**config.mk**
```make
export PLATFORM = sky130hd
export DESIGN_NAME = hevc_luma_interp_fir
export DESIGN_NICKNAME = d
export VERILOG_FILES = /design/src/rtl/hevc_interp_pkg.sv /design/src/rtl/hevc_clip.sv /design/src/rtl/hevc_luma_interp_fir.sv
export SDC_FILE = /design/constraint.sdc
export NUM_CORES = 1
export LEC_CHECK = 0
export ABC_CLOCK_PERIOD_IN_PS = 9900
export CAP_MARGIN = 20
export CORE_MARGIN = 2
export CORE_UTILIZATION = 40
export DETAILED_ROUTE_END_ITERATION = 10
export GPL_TIMING_DRIVEN = 0
export PLACE_DENSITY = 0.69
export SKIP_CTS_REPAIR_TIMING = 1
export SYNTH_ARGS = -nofsm -noshare
export SYNTH_HDL_FRONTEND = slang
export SYNTH_SLANG_ARGS = --single-unit
```
**constraint.sdc**
```tcl
create_clock -name clock -period 9.9 [get_ports clock]
set_clock_uncertainty 0.15 [all_clocks]
set_input_delay 1.98 -clock clock [delete_from_list [all_inputs] [get_ports clock]]
set_output_delay 1.98 -clock clock [all_outputs]
set_load 0.05 [all_outputs]
```
**src/rtl/hevc_interp_pkg.sv**
```systemverilog
// Shared constants, coefficient table and phase enumeration for the HEVC luma interpolators.
package hevc_interp_pkg;

  typedef enum logic [1:0] {
    FRAC_INT  = 2'd0,
    FRAC_QTR  = 2'd1,
    FRAC_HALF = 2'd2,
    FRAC_3QTR = 2'd3
  } frac_e;

  localparam int NUM_TAPS  = 8;
  localparam int ROUND_OFS = 32;
  localparam int SHIFT     = 6;

  localparam logic signed [6:0] COEF_TABLE [3][8] = '{
    '{-7'sd1, 7'sd4, -7'sd10, 7'sd58, 7'sd17, -7'sd5, 7'sd1, 7'sd0},
    '{-7'sd1, 7'sd4, -7'sd11, 7'sd40, 7'sd40, -7'sd11, 7'sd4, -7'sd1},
    '{7'sd0, 7'sd1, -7'sd5, 7'sd17, 7'sd58, -7'sd10, 7'sd4, -7'sd1}
  };

  // The integer phase is a unit impulse of weight 64 on tap 3, so it rounds back to tap 3 exactly.
  function automatic logic signed [7:0] tap_coef(frac_e frac, logic [2:0] tap);
    logic signed [6:0] c;
    c = '0;
    case (frac)
      FRAC_QTR:  c = COEF_TABLE[0][tap];
      FRAC_HALF: c = COEF_TABLE[1][tap];
      FRAC_3QTR: c = COEF_TABLE[2][tap];
      default:   c = '0;
    endcase
    if (frac == FRAC_INT) return (tap == 3'd3) ? 8'sd64 : 8'sd0;
    return {c[6], c};
  endfunction

endpackage

```
**src/rtl/hevc_clip.sv**
```systemverilog
// Clamps a signed filter result to the pixel range and flags when clamping occurred.
module hevc_clip #(
  parameter int BIT_DEPTH = 8,
  parameter int IN_W      = BIT_DEPTH + 12
) (
  input  logic signed [IN_W-1:0]      value,
  output logic        [BIT_DEPTH-1:0] pixel,
  output logic                        sat
);

  localparam logic signed [IN_W-1:0] MAX_VAL = IN_W'((1 << BIT_DEPTH) - 1);

  always_comb begin
    pixel = value[BIT_DEPTH-1:0];
    sat   = 1'b0;
    if (value[IN_W-1]) begin
      pixel = '0;
      sat   = 1'b1;
    end else if (value > MAX_VAL) begin
      pixel = '1;
      sat   = 1'b1;
    end
  end

endmodule

```
**src/rtl/hevc_luma_interp_fir.sv**
```systemverilog
// 8-tap HEVC luma fractional interpolator, 3-stage pipeline with valid/ready flow control.
// Optional saturation counter (sat_cnt_clr/sat_cnt) enabled by defining HEVC_FIR_SAT_COUNT_EN.
module hevc_luma_interp_fir
  import hevc_interp_pkg::*;
#(
  parameter int BIT_DEPTH = 8,
  parameter int TAG_W     = 8
) (
  input  logic                     clock,
  input  logic                     reset,
`ifdef HEVC_FIR_SAT_COUNT_EN
  input  logic                     sat_cnt_clr,
  output logic [15:0]              sat_cnt,
`endif
  input  logic                     in_valid,
  output logic                     in_ready,
  input  logic [8*BIT_DEPTH-1:0]   in_pixels,
  input  logic [1:0]               in_frac,
  input  logic [TAG_W-1:0]         in_tag,
  output logic                     out_valid,
  input  logic                     out_ready,
  output logic [BIT_DEPTH-1:0]     out_pixel,
  output logic [TAG_W-1:0]         out_tag,
  output logic                     out_sat
);

  localparam int PROD_W = BIT_DEPTH + 9;
  localparam int SUM_W  = BIT_DEPTH + 12;

  logic                     advance;
  logic signed [PROD_W-1:0] prod_next [NUM_TAPS];
  logic signed [PROD_W-1:0] prod1     [NUM_TAPS];
  logic                     valid1, valid2;
  logic [TAG_W-1:0]         tag1, tag2;
  logic signed [SUM_W-1:0]  sum1, rnd_next, rnd2;
  logic [BIT_DEPTH-1:0]     clip_pixel;
  logic                     clip_sat;

  // The whole pipe moves as one; a stalled output freezes every stage.
  assign advance  = out_ready | ~out_valid;
  assign in_ready = advance;

  always_comb begin
    for (int k = 0; k < NUM_TAPS; k++) begin
      prod_next[k] = PROD_W'(tap_coef(frac_e'(in_frac), 3'(k)))
                   * PROD_W'(signed'({1'b0, in_pixels[k*BIT_DEPTH +: BIT_DEPTH]}));
    end
  end

  always_comb begin
    sum1 = '0;
    for (int k = 0; k < NUM_TAPS; k++) begin
      sum1 = sum1 + SUM_W'(prod1[k]);
    end
    rnd_next = (sum1 + SUM_W'(ROUND_OFS)) >>> SHIFT;
  end

  hevc_clip #(
    .BIT_DEPTH(BIT_DEPTH),
    .IN_W     (SUM_W)
  ) u_clip (
    .value(rnd2),
    .pixel(clip_pixel),
    .sat  (clip_sat)
  );

  always_ff @(posedge clock or posedge reset) begin
    if (reset) begin
      valid1 <= 1'b0;
      valid2 <= 1'b0;
      out_valid <= 1'b0;
      for (int k = 0; k < NUM_TAPS; k++) prod1[k] <= '0;
      tag1 <= '0;
      tag2 <= '0;
      rnd2 <= '0;
      out_pixel <= '0;
      out_tag <= '0;
      out_sat <= 1'b0;
    end else if (advance) begin
      valid1 <= in_valid;
      for (int k = 0; k < NUM_TAPS; k++) prod1[k] <= prod_next[k];
      tag1 <= in_tag;
      valid2 <= valid1;
      rnd2 <= rnd_next;
      tag2 <= tag1;
      out_valid <= valid2;
      out_pixel <= clip_pixel;
      out_tag <= tag2;
      out_sat <= clip_sat;
    end
  end

`ifdef HEVC_FIR_SAT_COUNT_EN
  // Clear wins over a coincident increment; the count sticks at all-ones.
  always_ff @(posedge clock or posedge reset) begin
    if (reset) begin
      sat_cnt <= '0;
    end else if (sat_cnt_clr) begin
      sat_cnt <= '0;
    end else if (out_valid && out_ready && out_sat && (sat_cnt != 16'hFFFF)) begin
      sat_cnt <= sat_cnt + 16'd1;
    end
  end
`endif

endmodule

```
[Yosys cells after proc, flatten, opt, wreduce, memory -nomap -nowiden]
Index checks and enable logic that the tools add are counted.
Word-level totals
  input port bits: 78
  output and inout bits: 19
  logic and storage cells: 65
  bits in registers: 186
Operators by class
  reduce and logical (&&, ||, !) cells: 3
  $lt $le $gt $ge: 1
  bitwise logic cells: 2
  eq/ne operators: 3
  add/subtract/negate cells: 8
  muxes and demuxes: 23
  $mul: 8
Operators with widths (count)
  multiplier 8 x 9 -> 17 bit: 8
  two-way mux 8 bit: 12
  adder 20 x 17 -> 20 bit: 4
  case mux 7 bit (3 select lines): 2
  case mux 6 bit (3 select lines): 2
  adder 19 x 17 -> 20 bit: 1
  adder 20 x 7 -> 20 bit (second input constant): 1
  adder 18 x 17 -> 19 bit: 1
  adder 17 x 17 -> 18 bit: 1
  greater-than comparator 14 x 9 -> 1 bit (second input constant): 1
  two-way mux 7 bit: 2
  case mux 3 bit (2 select lines): 2
  == test 2 bit (second input constant): 2
  OR reduction 2 bit: 2
  two-way mux 1 bit: 3
  == test 2 x 1 -> 1 bit (second input constant): 1
  zero test 2 bit: 1
  NOT 1 bit: 1
  bitwise OR 1 bit: 1

[Longest topological paths before layout]
  word-level depth: 8
  mapped depth: 25
  gate-level depth less buffers: 22

[Cells and area by module]
From an unflattened synthesis, not the netlist that was laid out.
Second synthesis, totals
  cells, all modules: 2427
  area, all modules: 21907.3 sq um
By module, submodules not included
  hevc_luma_interp_fir: cells an instance 2406, instances 1, area an instance 21759.6 sq um
  hevc_clip: cells an instance 21, instances 1, area an instance 147.6 sq um

[Worst setup path after synthesis]
No wires, ideal clock.
  path type: input-to-reg
  from: input in_frac[1]
  to: register prod1[50] in the netlist's numbering
  stages: 21
  arrival time: 7.174 ns
  data required time: 9.631 ns
  path buffers: 3
  slack: 2.457 ns
  path through: clkbuf_1 > clkbuf_1 > inv_1 > ha_1 > inv_1 > clkbuf_1 > nand2_1 > inv_1 > fa_1 > fa_1 > fa_1 > inv_1 > fa_1 > inv_1 > ha_1 > or3_1 > o21ai_0 > nor4_1 > a2111oi_0 > mux2i_1 > nor2_1
Between the ends
  word-level cells in the longest chain between the ends: 4
  elaborated cells on any way between the ends: 8
  classes of those cells: mul (1); eq/ne (3); mux (3); reduce/logical (1)
RTL lines
  start, declared: RTL line hevc_luma_interp_fir.sv:18  | input logic [1:0] in_frac,
  == test 2 bit (tied with other cells): RTL line hevc_interp_pkg.sv:25  | case (frac)
  case mux 7 bit (3 select lines) or two-way mux 1 bit (tied branches): RTL line hevc_interp_pkg.sv:25, hevc_interp_pkg.sv:31
  two-way mux 8 bit (*): RTL line hevc_interp_pkg.sv:32  | return {c[6], c};
  multiplier 8 x 9 -> 17 bit (*): RTL line hevc_luma_interp_fir.sv:46  | * PROD_W'(signed'({1'b0, in_pixels[k*BIT_DEPTH +: BIT_DEPTH]}));
  end, declared: RTL line hevc_luma_interp_fir.sv:32  | logic signed [PROD_W-1:0] prod1 [NUM_TAPS];
Every way passes the cells marked *; elsewhere a longest branch is shown, timed or not.
A chain may end at the register's enable or synchronous reset.

[Worst setup path in the final report]
Same ends and word-level chain as after synthesis.

==> results.py <==
metrics = {
    "worst_setup_path": {
        "path_cells": "clkdlybuf4s50_1 > clkbuf_1 > clkbuf_1 > inv_1 > ha_1 > inv_1 > clkbuf_1 > nand2_1 > fa_1 > fa_1 > inv_1 > fa_1 > inv_1 > fa_1 > inv_1 > ha_1 > a21oi_1 > o21a_1 > nor4_1 > a2111oi_0 > mux2i_1 > nor2_1",
        "timing.critical_path.from_type": "primary input",
        "cp_max_fo": 13,
        "cell_at_the_slowest_stage_of_the_critical_path": "sky130_fd_sc_hd__a2111oi_0",
        "timing.critical_path.arrival_ns": 9.56,
        "critPathRequiredTime_ns": 10.08,
        "critical-path-top-cell-by-count": "sky130_fd_sc_hd__inv_1",
        "reg2reg_slack_ns": 4.85,
        "cp_endpoint_kind": "flop",
        "cell_family_contributing_the_most_delay_on_the_critical_path": "buffers and inverters",
        "slowest_delay_ns": 0.66,
        "crit_type": "primary input to flop",
        "worst-path-buf-inv": 9,
    },
    "yosys": {
        "post_synth_most_frequent_cells": "sky130_fd_sc_hd__inv_1 (566), sky130_fd_sc_hd__ha_1 (339), sky130_fd_sc_hd__fa_1 (277), sky130_fd_sc_hd__nand2_1 (253), sky130_fd_sc_hd__dfrtp_1 (172)",
        "synth-edff-count": 0,
        "synth_seq_cells": 172,
        "syn_inst": 2406,
        "synth.net_count": 3100,
        "synth_area_sq_um": 21870,
        "synth_async_sr_flop_share_pct": 100.0,
        "yosys_most_used_dff": "sky130_fd_sc_hd__dfrtp_1",
        "most_used_standard_cell_by_instance_count_after_synthesis": "sky130_fd_sc_hd__inv_1",
        "synth_area_per_cell_sq_um": 9.089,
        "yosysTopAreaCellShare_pct": 25.36,
        "ys_top_cells_by_area": "sky130_fd_sc_hd__fa_1 (25%), sky130_fd_sc_hd__dfrtp_1 (20%), sky130_fd_sc_hd__ha_1 (19%)",
        "ys.warnings.count": 0,
        "synth.yosys.seq_area_share_pct": 19.68,
        "synth.lib_cells_used.distinct": 63,
        "yosys.area.top_type": "sky130_fd_sc_hd__fa_1",
    },
    "routing": {
        "number_of_search_and_repair_iterations_in_the_first_detailed_routing_pass": 5,
        "avgRoutedWirePerCell_um": 17.24,
        "detailedRoute.firstIterationViolations": 880,
        "routed-via-count": 16330,
        "routed_wirelength_um": 55690,
        "detail_route.vias_per_cell": 5.054,
        "drc": 0,
        "drt.antenna.violating_nets": 0,
    },
    "layout": {
        "final_design_area_no_fill_sq_um": 24350,
        "diodes": 0,
        "layout-drive-gt1-share_pct": 1.934,
        "number_of_nets_at_the_end_of_the_flow": 3216,
        "fillCellCount": 5101,
        "area_delta_synth_final_pct": 11.33,
    },
    "clock_network": {
        "clock_sinks": 172,
        "ctsRootBufferMaster": "sky130_fd_sc_hd__clkbuf_16",
        "cts_tree": "built",
        "ctsHtreeMaxLevel": 4,
        "clk_pin_slew_worst_paths_ns": 0.07,
        "clock_latency_reported_for_the_late_side_of_the_worst_skew_pair_ns": 0.44,
        "number_of_buffers_created_by_cts": 17,
        "cts_max_path_buffers": 2,
    },
    "floorplanning": {
        "chipWidth_um": 237.8,
        "placeableCoreArea_sq_um": 53920,
        "dieArea_sq_um": 56560,
        "rows": 85,
        "die_h_um": 237.8,
        "ports": 97,
        "starting_density_of_the_core_pct": 40.56,
    },
    "global_routing": {
        "grt_pass1_wl_um": 90740,
        "via_count_of_the_first_global_routing_pass": 17290,
        "grt_util_all_layers_pct": 20.52,
        "antenna_found_initial": 1,
        "globalRouteOverflowTotal": 0,
        "maximum_number_of_pins_on_one_net_before_global_route_repair": 93,
    },
    "worst_hold_path": {
        "class_of_the_worst_hold_path": "flop to flop",
    },
    "timing": {
        "grt_setup_unrepaired": "false",
        "max-slew-margin-rel_pct": 32.94,
        "final.period_utilization_pct": 94.72,
        "final.setup.tns_ns": 0,
        "hold_violations": 0,
        "setup_violations": 0,
        "final_max_slew_viol_count": 0,
        "max_freq_mhz": 106.6,
        "tightest_slew_ns": 1.006,
        "finalCriticalPeriod_ns": 9.377,
    },
    "placed_design": {
        "placedInstanceArea_sq_um": 23740,
        "gp_routability_congestion": 0.9176,
        "detailed_place_hpwl_um": 46800,
        "port_buffers": 96,
    },
    "run_status": {
        "status": "finished clean",
    },
    "run": {
        "max_cap_viol_count": 0,
    },
}
## worst reg2reg max path: cells and delay by family, from the launching register on
kind | cells | cell delay [ns]
simple gates | 3 | 0.83
compound gates | 4 | 1.03
flops | 1 | 0.40
buf+inv | 4 | 0.21
fa+ha+maj | 5 | 2.34
## placed cells by master (no fill, tap or decap), drive strengths merged, types with 10 or more instances in the layout
| cell | n |
|---|---|
| nor3 | 13 |
| o31ai | 14 |
| o21bai | 12 |
| nor2b | 11 |
| clkdlybuf4s50 | 96 |
| o21a | 10 |
| a21o | 22 |
| nand2b | 18 |
| nand3 | 14 |
| nor2 | 125 |
| inv | 573 |
| o21ai | 94 |
| clkbuf | 72 |
| a21oi | 94 |
| nand2 | 253 |
| and2 | 133 |
| fa | 277 |
| xnor2 | 45 |
| ha | 339 |
| dfrtp | 172 |
| xor2 | 32 |
| or3 | 10 |
## state kept, by name (all words and copies together) (netlist names)
signal / cells
rnd2: 14
tag2: 8
out_valid: 1
valid2: 1
out_pixel: 8
tag1: 8
out_tag: 8
out_sat: 1
prod1: 122
valid1: 1
## logic make-up after synthesis
logic type               Yosys count  synth area share, %
AO/OA/AOI/OAI                    293                8.142
XOR/XNOR                          77                3.084
adder cells (fa/ha/maj)          616                44.75
buffers and inverters            629                10.80
flip-flops                       172                19.68
multiplexers                       8               0.3833
AND/OR/NAND/NOR                  611                13.16
## area by class of cell
| cell class | count | area, sq um | area share [%] |
|---|---|---|---|
| multi-input cells | 1605 | 15200 | 62.44 |
| flip-flops and latches | 172 | 4304 | 17.68 |
| inverters | 567 | 2136 | 8.772 |
| clock inverters | 13 | 181.4 | 0.7452 |
| repair buffers | 97 | 988.4 | 4.060 |
| well taps | 696 | 870.8 | 3.577 |
| plain buffers | 62 | 234.0 | 0.9610 |
| clock buffers | 18 | 429.2 | 1.763 |
## worst paths after layout
path                       cells after the start                    from                     end
min in group asynchronous                      2                   reset     tag1[0]$_DFFE_PP0P_
setup / recovery                              22              in_frac[1]   prod1[50]$_DFFE_PP0P_
hold reg to reg                                2  out_tag[2]$_DFFE_PP0P_  out_tag[2]$_DFFE_PP0P_
hold / removal                                 2  out_tag[2]$_DFFE_PP0P_  out_tag[2]$_DFFE_PP0P_
max in group asynchronous                      3                   reset   prod1[87]$_DFFE_PP0P_
setup reg to reg                              16   prod1[90]$_DFFE_PP0P_    rnd2[11]$_DFFE_PP0P_
## per-layer routing
metal	vias to the layer above	track usage (%)	part of all wire, %
li1	7669	-	-
met1	8220	27.17	43
met2	378	35.29	49
met3	58	2.742	4.7
met4	0	5.641	2.7
met5	-	0	0
## per-stage QoR
step,hold WS (ns),util [%],cells,setup WS [ns]
3_3_place_gp,0.2987,43.95,3198,0.1097
5_1_grt,0.3474,45.15,3230,0.1440
2_1_floorplan,0.2800,-,2406,2.457
4_1_cts,0.3269,45.15,3230,0.4180
6_report,0.3217,45.15,3230,0.5231
3_5_place_dp,0.3104,44.02,3199,0.09889
Power is left out: the tool's default activity adds up to more than one toggle a clock period on the data nets, which glitch-free logic cannot reach.
